File: config.mk
export PLATFORM = sky130hd
export DESIGN_NAME = decodificador_teclado_matricial
export DESIGN_NICKNAME = d
export VERILOG_FILES = /design/src/rtl/decodificador_teclado_matricial.sv
export SDC_FILE = /design/constraint.sdc
export NUM_CORES = 1
export LEC_CHECK = 0
export ABC_AREA = 0
export CAP_MARGIN = 15
export CORE_MARGIN = 1.5
export CORE_UTILIZATION = 40
export CTS_BUF_LIST = sky130_fd_sc_hd__clkbuf_8
export DETAILED_ROUTE_END_ITERATION = 8
export HOLD_SLACK_MARGIN = 0.15
export PLACE_DENSITY_LB_ADDON = 0.08
export SETUP_SLACK_MARGIN = 0.3
export SKIP_CTS_REPAIR_TIMING = 1
export SLEW_MARGIN = 20
export SYNTH_ARGS = -nofsm -noshare
export SYNTH_HDL_FRONTEND = slang
export SYNTH_SLANG_ARGS = --single-unit
File: constraint.sdc
create_clock -name clk -period 3.8 [get_ports clk]
set_clock_uncertainty 0.1 [all_clocks]
set_input_delay 0.38 -clock clk [delete_from_list [all_inputs] [get_ports clk]]
set_output_delay 0.38 -clock clk [all_outputs]
set_load 0.01 [all_outputs]
File: src/rtl/decodificador_teclado_matricial.sv
// Matrix keypad scanner/decoder with press/release debounce, typematic repeat,
// release pulse and multi-key (ghost) rejection. Row drive is active-low.
module decodificador_teclado_matricial #(
  parameter int N_LIN          = 4,
  parameter int N_COL          = 4,
  parameter int DEBOUNCE_P     = 100,
  parameter int SCAN_P         = 4,
  parameter int REPEAT_DELAY_P = 0,
  parameter int REPEAT_RATE_P  = 200,
  localparam int VW            = $clog2(N_LIN*N_COL)
) (
  input  logic             clk,
  input  logic             rst,
  input  logic [N_COL-1:0] col_matriz,
  output logic [N_LIN-1:0] lin_matriz,
  output logic [VW-1:0]    tecla_value,
  output logic             tecla_valid,
  output logic             tecla_release,
  output logic             tecla_erro,
  output logic [1:0]       dbg_state
);

  localparam int RW    = $clog2(N_LIN);
  localparam int CCW   = (N_COL > 1) ? $clog2(N_COL) : 1;
  localparam int SW    = $clog2(SCAN_P);
  localparam int MAX_A = (DEBOUNCE_P > REPEAT_DELAY_P) ? DEBOUNCE_P : REPEAT_DELAY_P;
  localparam int MAX_C = (MAX_A > REPEAT_RATE_P) ? MAX_A : REPEAT_RATE_P;
  localparam int CW    = $clog2(MAX_C) + 1;

  localparam logic [1:0] S_SCAN     = 2'd0;
  localparam logic [1:0] S_DEBOUNCE = 2'd1;
  localparam logic [1:0] S_PRESSED  = 2'd2;
  localparam logic [1:0] S_RELEASE  = 2'd3;

  logic [N_COL-1:0] col_s1, col_s, pat;
  logic [1:0]       state;
  logic [RW-1:0]    row, row_next;
  logic [SW-1:0]    dwell;
  logic [CW-1:0]    cnt, rcnt, cnt_inc, rcnt_inc, rep_target;
  logic [CCW-1:0]   col_lat, low_idx;
  logic             key_ok, rep_phase;
  logic             one_low, multi_low, flushed;
  int               n_low;

  function automatic logic [CW-1:0] sat_inc(input logic [CW-1:0] v);
    return (&v) ? v : v + CW'(1);
  endfunction

  always_comb begin
    n_low   = 0;
    low_idx = '0;
    for (int c = 0; c < N_COL; c++) begin
      if (!col_s[c]) begin
        n_low   = n_low + 1;
        low_idx = CCW'(c);
      end
    end
  end

  assign one_low    = (n_low == 1);
  assign multi_low  = (n_low > 1);
  // The first two cycles of a row dwell still carry the previous row's columns.
  assign flushed    = (dwell >= SW'(2));
  assign row_next   = (row == RW'(N_LIN-1)) ? '0 : row + RW'(1);
  assign cnt_inc    = sat_inc(cnt);
  assign rcnt_inc   = sat_inc(rcnt);
  assign rep_target = rep_phase ? CW'(REPEAT_RATE_P) : CW'(REPEAT_DELAY_P);
  assign lin_matriz = ~(N_LIN'(1) << row);
  assign dbg_state  = state;

  always_ff @(posedge clk or negedge rst) begin
    if (!rst) begin
      col_s1        <= '1;
      col_s         <= '1;
      pat           <= '1;
      state         <= S_SCAN;
      row           <= '0;
      dwell         <= '0;
      cnt           <= '0;
      rcnt          <= '0;
      col_lat       <= '0;
      key_ok        <= 1'b0;
      rep_phase     <= 1'b0;
      tecla_value   <= '0;
      tecla_valid   <= 1'b0;
      tecla_release <= 1'b0;
      tecla_erro    <= 1'b0;
    end else begin
      col_s1        <= col_matriz;
      col_s         <= col_s1;
      tecla_valid   <= 1'b0;
      tecla_release <= 1'b0;
      tecla_erro    <= 1'b0;
      case (state)
        S_SCAN: begin
          if (flushed && one_low) begin
            pat     <= col_s;
            col_lat <= low_idx;
            cnt     <= CW'(1);
            state   <= S_DEBOUNCE;
          end else if (flushed && multi_low) begin
            tecla_erro <= 1'b1;
            key_ok     <= 1'b0;
            cnt        <= '0;
            state      <= S_RELEASE;
          end else if (dwell == SW'(SCAN_P-1)) begin
            dwell <= '0;
            row   <= row_next;
          end else begin
            dwell <= dwell + SW'(1);
          end
        end
        S_DEBOUNCE: begin
          if (col_s != pat) begin
            cnt   <= '0;
            dwell <= '0;
            row   <= row_next;
            state <= S_SCAN;
          end else if (cnt == CW'(DEBOUNCE_P-1)) begin
            tecla_valid <= 1'b1;
            tecla_value <= VW'(row) * VW'(N_COL) + VW'(col_lat);
            key_ok      <= 1'b1;
            cnt         <= '0;
            rcnt        <= '0;
            rep_phase   <= 1'b0;
            state       <= S_PRESSED;
          end else begin
            cnt <= cnt_inc;
          end
        end
        S_PRESSED: begin
          // A pattern change wins over a repeat that would fire in the same cycle.
          if (col_s != pat) begin
            cnt   <= '0;
            state <= S_RELEASE;
          end else if (REPEAT_DELAY_P != 0 && rcnt_inc == rep_target) begin
            tecla_valid <= 1'b1;
            rcnt        <= '0;
            rep_phase   <= 1'b1;
          end else begin
            rcnt <= rcnt_inc;
          end
        end
        default: begin
          if (!(&col_s)) begin
            cnt <= '0;
          end else if (cnt == CW'(DEBOUNCE_P-1)) begin
            tecla_release <= key_ok;
            key_ok        <= 1'b0;
            cnt           <= '0;
            dwell         <= '0;
            row           <= row_next;
            state         <= S_SCAN;
          end else begin
            cnt <= cnt_inc;
          end
        end
      endcase
    end
  end

endmodule
==> flow_metrics.py, run 1 <==
metrics = {
    "run_status": {
        "outcome": "completed",
    },
    "cts": {
        "cts_inserted_buffers": 5,
        "clk_pin_slew_ns": 0.07,
        "root_buffer": "clkbuf_8",
        "h-tree-depth": 2,
        "clkSinkCount": 37,
        "clock_latency_ns": 0.29,
        "tritoncts": "built",
        "cts_buffer_depth": 2,
    },
    "worst_setup_path": {
        "critical_path_class": "reg2reg",
        "max_stage_delay_ns": 0.58,
        "cp-start-kind": "flop",
        "crit_chain": "inv_1 > ha_1 > nor2b_1 > mux2_4 > nor3_1 > nand3_1 > mux2_2",
        "r2r_start": "col_s[1]",
        "required_ns": 3.88,
        "reg2reg_depth": 7,
        "cp_max_fo": 12,
        "cpMaxStageDelayCell": "dfstp_2",
        "endpoint_kind": "flop",
        "setup.worst_path.start": "col_s[1]",
        "arrival_ns": 2.80,
    },
    "final_layout": {
        "fin_util": 0.4939,
        "nets": 217,
        "diodes": 0,
        "syn_to_final_growth_pct": 16.97,
        "fillCellCount": 441,
        "final_layout_size_suffix_gt1_frac": 0.2239,
    },
    "routing": {
        "drt-initial-drc-count": 22,
        "firstDrtPassIters": 4,
        "drc": 0,
        "dr.max_layer_used": "met4",
        "wl_per_cell_um": 13.82,
        "routed-wl-met2_mm": 1.815,
        "wl_mm": 3.703,
        "drtAntennaViolNets": 0,
        "wl_met3_um": 163,
        "via_count": 1406,
        "wl_met1_mm": 1.648,
        "vias_per_cell": 5.246,
    },
    "power": {
        "combPwrFrac": 0.321,
        "switchingPower_mw": 0.4333,
        "pwr-share-seq": 0.420,
        "leakagePower_nw": 1.022,
        "p_sw_frac": 0.3296,
        "p_int_mw": 0.8815,
        "power_density_nw_per_um2": 556.3,
        "clkPwrFrac": 0.259,
        "peakVddDrop_mv": 0.3045,
    },
    "logic_synthesis": {
        "yosysTopAreaCellShare": 0.3096,
        "syn_nets": 197,
        "yosysSeqAreaShare": 0.4656,
        "synth_edf_count": 0,
        "syn_area_per_cell_sq_um": 11.23,
        "ys_seq_elements": 37,
        "synth_warnings": 0,
        "synth_common_cells": "dfrtp_1 (25), inv_1 (13), o21ai_0 (13)",
        "ys_async_sr_fraction": 1.000,
        "post-synth-top-count-cell": "dfrtp_1",
        "ys.flop_type": "dfrtp_1",
        "synth_area_leaders": "dfrtp_1 (31%), dfstp_2 (16%), ha_1 (6.8%)",
        "netlist_area_sq_um": 2021,
        "synth_cells": 180,
        "synth_top_cell_by_area": "dfrtp_1",
        "synth.distinct_cells": 48,
    },
    "hold_path": {
        "whs_path_depth": 0,
        "min_from": "col_s1[1]",
        "hp-class": "reg2reg",
    },
    "sta": {
        "rsz0062_at_grt": "no",
        "fin_crit_ns": 2.723,
        "finalHoldViolCount": 0,
        "slew_violations": 0,
        "worst_pin_slew_ns": 0.8036,
        "setup_viol": 0,
        "fmax_mhz": 367.2,
        "finalCritPeriodShare": 0.7166,
        "slew_headroom": 0.4643,
        "setup_tns_ns": 0,
    },
    "placement": {
        "io_buffers": 18,
        "routabilityCongestion": 0.7980,
        "dp_hpwl_mm": 2.707,
    },
    "floorplan": {
        "ioPinCount": 19,
        "row_count": 25,
        "dieArea_sq_um": 5487,
        "die_x_um": 74.08,
        "coreArea_sq_um": 4786,
        "initial_core_util": 0.4222,
        "die_h_um": 74.08,
    },
    "global_routing": {
        "grt_pass1_wl_mm": 6.520,
        "grt_max_degree": 38,
        "grt_pass1_vias": 1434,
        "gr-total-overflow": 0,
        "grt_antenna_before_repair": 0,
        "track_usage": 0.1573,
    },
    "flow_run": {
        "cap_violations": 0,
    },
}
## critical path: cells and delay by family (launching register included)
family	cells	cell delay, ns
muxes	2	0.67
buffers and inverters	1	0.08
DFF	1	0.58
adders and majority gates	1	0.36
and+or+nand+nor	3	0.81
## worst paths after layout
path                             endpoint  slack [ns]
max                            col_lat[0]        1.08
min in group asynchronous          cnt[5]        0.62
max reg2reg                    col_lat[0]        1.08
min                              col_s[1]        0.26
min reg2reg                      col_s[1]        0.26
max in group asynchronous  tecla_value[3]        2.48
## power by group through the flow
stage	Sequential [mW]	Combinational, mW	Clock (mW)
floorplan	0.517	0.331	0
CTS	0.553	0.428	0.355
global route	0.561	0.473	0.369
global placement	0.554	0.408	0
finish	0.552	0.422	0.341
detailed placement	0.561	0.425	0
## per-layer routing
layer / track usage / up-vias
li1: - / 680
met1: 0.1916 / 694
met2: 0.2530 / 23
met3: 0.05014 / 9
met4: 0.07407 / 0
met5: 0 / -
## state kept, by name (all words and copies together) (netlist names), 2 cells and up
name and count:
col_lat 2, dwell 2, col_s 4, cnt 9, pat 4, row 2
col_s1 4, tecla_value 4, dbg_state 2
## cell families (layout without fill, tap and decap cells)
group / Yosys count / count (layout) / share of synthesized area
AOI/OAI and AO/OA: 50 / 50 / 0.1790
xor gates and xnor gates: 6 / 6 / 0.02601
adders and majority gates: 11 / 11 / 0.06811
buffers and inverters: 20 / 41 / 0.04830
DFF: 37 / 37 / 0.4656
muxes: 13 / 13 / 0.08235
and+or+nand+nor: 43 / 43 / 0.1307
## placed cells by master (no fill, tap or decap), types with 2 or more instances in the layout
cell type        netlist  final
mux2i_1                2      2
a31oi_1                6      6
dfstp_2               12     12
clkbuf_8               0      5
nor3_1                 6      6
xnor2_1                2      2
mux2_4                 3      3
a21oi_1               12     12
clkdlybuf4s50_1        0     17
nand2_1               10     10
ha_1                  11     11
and2_1                 2      2
nor4_4                 2      2
inv_1                 13     13
nor2_1                 9      9
nand3_1                4      4
o21ai_0               13     13
a21o_1                 4      4
nor2b_1                2      2
mux2_2                 7      7
dfrtp_1               25     25
xor2_1                 4      4
## layout make-up
cell class / instances / area [sq um] / share of cell area
repair buffers: 20 / 192.7 / 0.08152
clock inverters: 3 / 46.29 / 0.01959
inverters: 13 / 48.80 / 0.02065
well taps: 67 / 83.83 / 0.03547
multi-input cells: 123 / 982.2 / 0.4156
clock buffers: 5 / 68.82 / 0.02912
flip-flops and latches: 37 / 940.9 / 0.3981
## stage by stage
| step | cells | power (mW) | hold WS, ns | worst slack, ns | instance area [sq um] |
|---|---|---|---|---|---|
| global route | 268 | 1.404 | 0.2623 | 0.8376 | 2364 |
| finish | 268 | 1.315 | 0.2587 | 1.077 | 2364 |
| global placement | 259 | 0.9622 | 0.2465 | 1.145 | 2238 |
| detailed placement | 259 | 0.9863 | 0.2481 | 1.074 | 2238 |
| floorplan | 180 | 0.8487 | -0.01559 | 1.320 | 2021 |
| CTS | 267 | 1.337 | 0.1043 | 1.053 | 2354 |
(Power assumes the default switching activity.)
==> run 2: changes to the inputs <==
==> constraint.sdc (replaced) <==
create_clock -name clk -period 2.74 [get_ports clk]
set_clock_uncertainty 0.1 [all_clocks]
set_input_delay 0.274 -clock clk [delete_from_list [all_inputs] [get_ports clk]]
set_output_delay 0.274 -clock clk [all_outputs]
set_load 0.01 [all_outputs]
==> run 2 against run 1 <==
Compared with the run above: final area increased by 5.2%; die area unchanged; sequential power increased by 38%; fmax increased by 6.8%; flip-flop and latch count unchanged; critical path type unchanged; highest routed layer unchanged.
==> flow_metrics.py, run 2 (synthesis gave the netlist of run 1 again) <==
metrics = {
    "run_status": {
        "outcome": "completed",
    },
    "worst_setup_path": {
        "endpoint_kind": "flop",
        "required_ns": 2.80,
        "cpMaxStageDelayCell": "dfstp_2",
        "cp-start-kind": "flop",
        "cp_max_fo": 7,
        "critical_path_class": "reg2reg",
        "max_stage_delay_ns": 0.59,
        "arrival_ns": 2.61,
        "crit_chain": "inv_2 > ha_4 > mux2i_2 > mux2_4 > nor4_4 > buf_4 > o221ai_4 > a41oi_1 > a21oi_1",
    },
    "final_layout": {
        "regMostFlops": "cnt",
        "final_layout_size_suffix_gt1_frac": 0.2844,
        "stdcell_area_sq_um": 2487,
        "fin_util": 0.5197,
        "layout_common_cells": "dfrtp_1 (25), clkdlybuf4s50_1 (17), o21ai_0 (13)",
        "layout_commonest_cell": "dfrtp_1",
        "stdcell_count": 278,
        "syn_to_final_growth_pct": 23.10,
        "fillCellCount": 415,
        "diodes": 0,
        "nets": 227,
        "largest_reg_flops": 9,
    },
    "placement": {
        "routabilityCongestion": 0.8673,
        "post_dp_cell_area_sq_um": 2251,
        "dp_hpwl_mm": 2.743,
        "io_buffers": 18,
        "post-place-ws_ns": 0.09651,
        "dp_cells": 259,
    },
    "cts": {
        "cts_inserted_buffers": 5,
        "clkSinkCount": 37,
        "root_buffer": "clkbuf_8",
        "h-tree-depth": 2,
        "clock_latency_ns": 0.29,
        "cts_buffer_depth": 2,
        "clk_pin_slew_ns": 0.07,
        "tritoncts": "built",
    },
    "floorplan": {
        "row_count": 25,
        "dieArea_sq_um": 5487,
        "ioPinCount": 19,
        "initial_core_util": 0.4222,
        "die_x_um": 74.08,
        "die_h_um": 74.08,
        "coreArea_sq_um": 4786,
    },
    "sta": {
        "rsz0062_at_grt": "yes",
        "slew_violations": 0,
        "fmax_mhz": 392.2,
        "setup_ws_ns": 0.1902,
        "finalHoldViolCount": 0,
        "fin_crit_ns": 2.550,
        "setup_tns_ns": 0,
        "worst_pin_slew_ns": 0.7984,
        "slew_headroom": 0.4677,
        "finalCritPeriodShare": 0.9306,
        "holdWs_ns": 0.2567,
        "setup_viol": 0,
    },
    "power": {
        "p_int_mw": 1.280,
        "peakVddDrop_mv": 0.3862,
        "power_density_nw_per_um2": 771.5,
        "leakagePower_nw": 1.067,
        "clkPwrFrac": 0.242,
        "combPwrFrac": 0.361,
        "power_mw": 1.919,
        "pwr-share-seq": 0.398,
        "switchingPower_mw": 0.6385,
        "p_sw_frac": 0.3327,
    },
    "global_routing": {
        "grt_pass1_wl_mm": 6.354,
        "gr-total-overflow": 0,
        "grt_max_degree": 38,
        "grt_antenna_before_repair": 0,
        "track_usage": 0.1530,
        "grt_pass1_vias": 1371,
    },
    "routing": {
        "wl_mm": 3.989,
        "vias_per_cell": 5.176,
        "wl_per_cell_um": 14.35,
        "drtAntennaViolNets": 0,
        "drt-initial-drc-count": 98,
        "via_count": 1439,
        "firstDrtPassIters": 5,
        "drc": 0,
    },
    "hold_path": {
        "hp-class": "reg2reg",
    },
    "flow_run": {
        "cap_violations": 0,
    },
}
-- run 2: path summary, 6_finish.rpt --
check | from | endpoint | slack [ns] | cells past startpoint
min in group asynchronous | rst | cnt[6] | 0.51 | 2
hold reg to reg | col_s1[0] | col_s[0] | 0.26 | 0
max in group asynchronous | rst | col_lat[0] | 1.53 | 2
setup reg to reg | col_s[1] | cnt[4] | 0.19 | 9
hold / removal | col_s1[0] | col_s[0] | 0.26 | 0
setup / recovery | col_s[1] | cnt[4] | 0.19 | 9
-- run 2: final cells by class --
class | count | area (sq um) | area share
tap | 67 | 83.83 | 0.03370
sequential | 37 | 940.9 | 0.3783
inverter | 13 | 48.80 | 0.01962
timing repair buffer | 29 | 264.0 | 0.1061
clock inverter | 3 | 42.54 | 0.01710
multi-input combinational | 124 | 1039 | 0.4175
clock buffer | 5 | 68.82 | 0.02767
-- run 2: routing by layer --
| metal | GRT usage | up-vias | wire (um) |
|---|---|---|---|
| met1 | 0.1917 | 693 | 1830 |
| li1 | - | 707 | - |
| met3 | 0.04878 | 5 | 190 |
| met5 | 0 | - | 0 |
| met4 | 0.05350 | 0 | 56 |
| met2 | 0.2490 | 34 | 1912 |
-- run 2: critical path, delay by kind of cell, from the launching register on --
kind                       cells  cell delay (ns)
and+or+nand+nor                1             0.35
muxes                          2             0.51
AOI/OAI and AO/OA              3             0.47
DFF                            1             0.59
buffers and inverters          2             0.25
adders and majority gates      1             0.16
-- run 2: power by group through the flow --
stage	Combinational (mW)	Sequential [mW]	Clock (mW)
3_5_place_dp	0.596	0.772	0
6_report	0.692	0.763	0.464
3_3_place_gp	0.567	0.766	0
4_1_cts	0.598	0.763	0.477
2_1_floorplan	0.462	0.717	0
5_1_grt	0.754	0.783	0.503
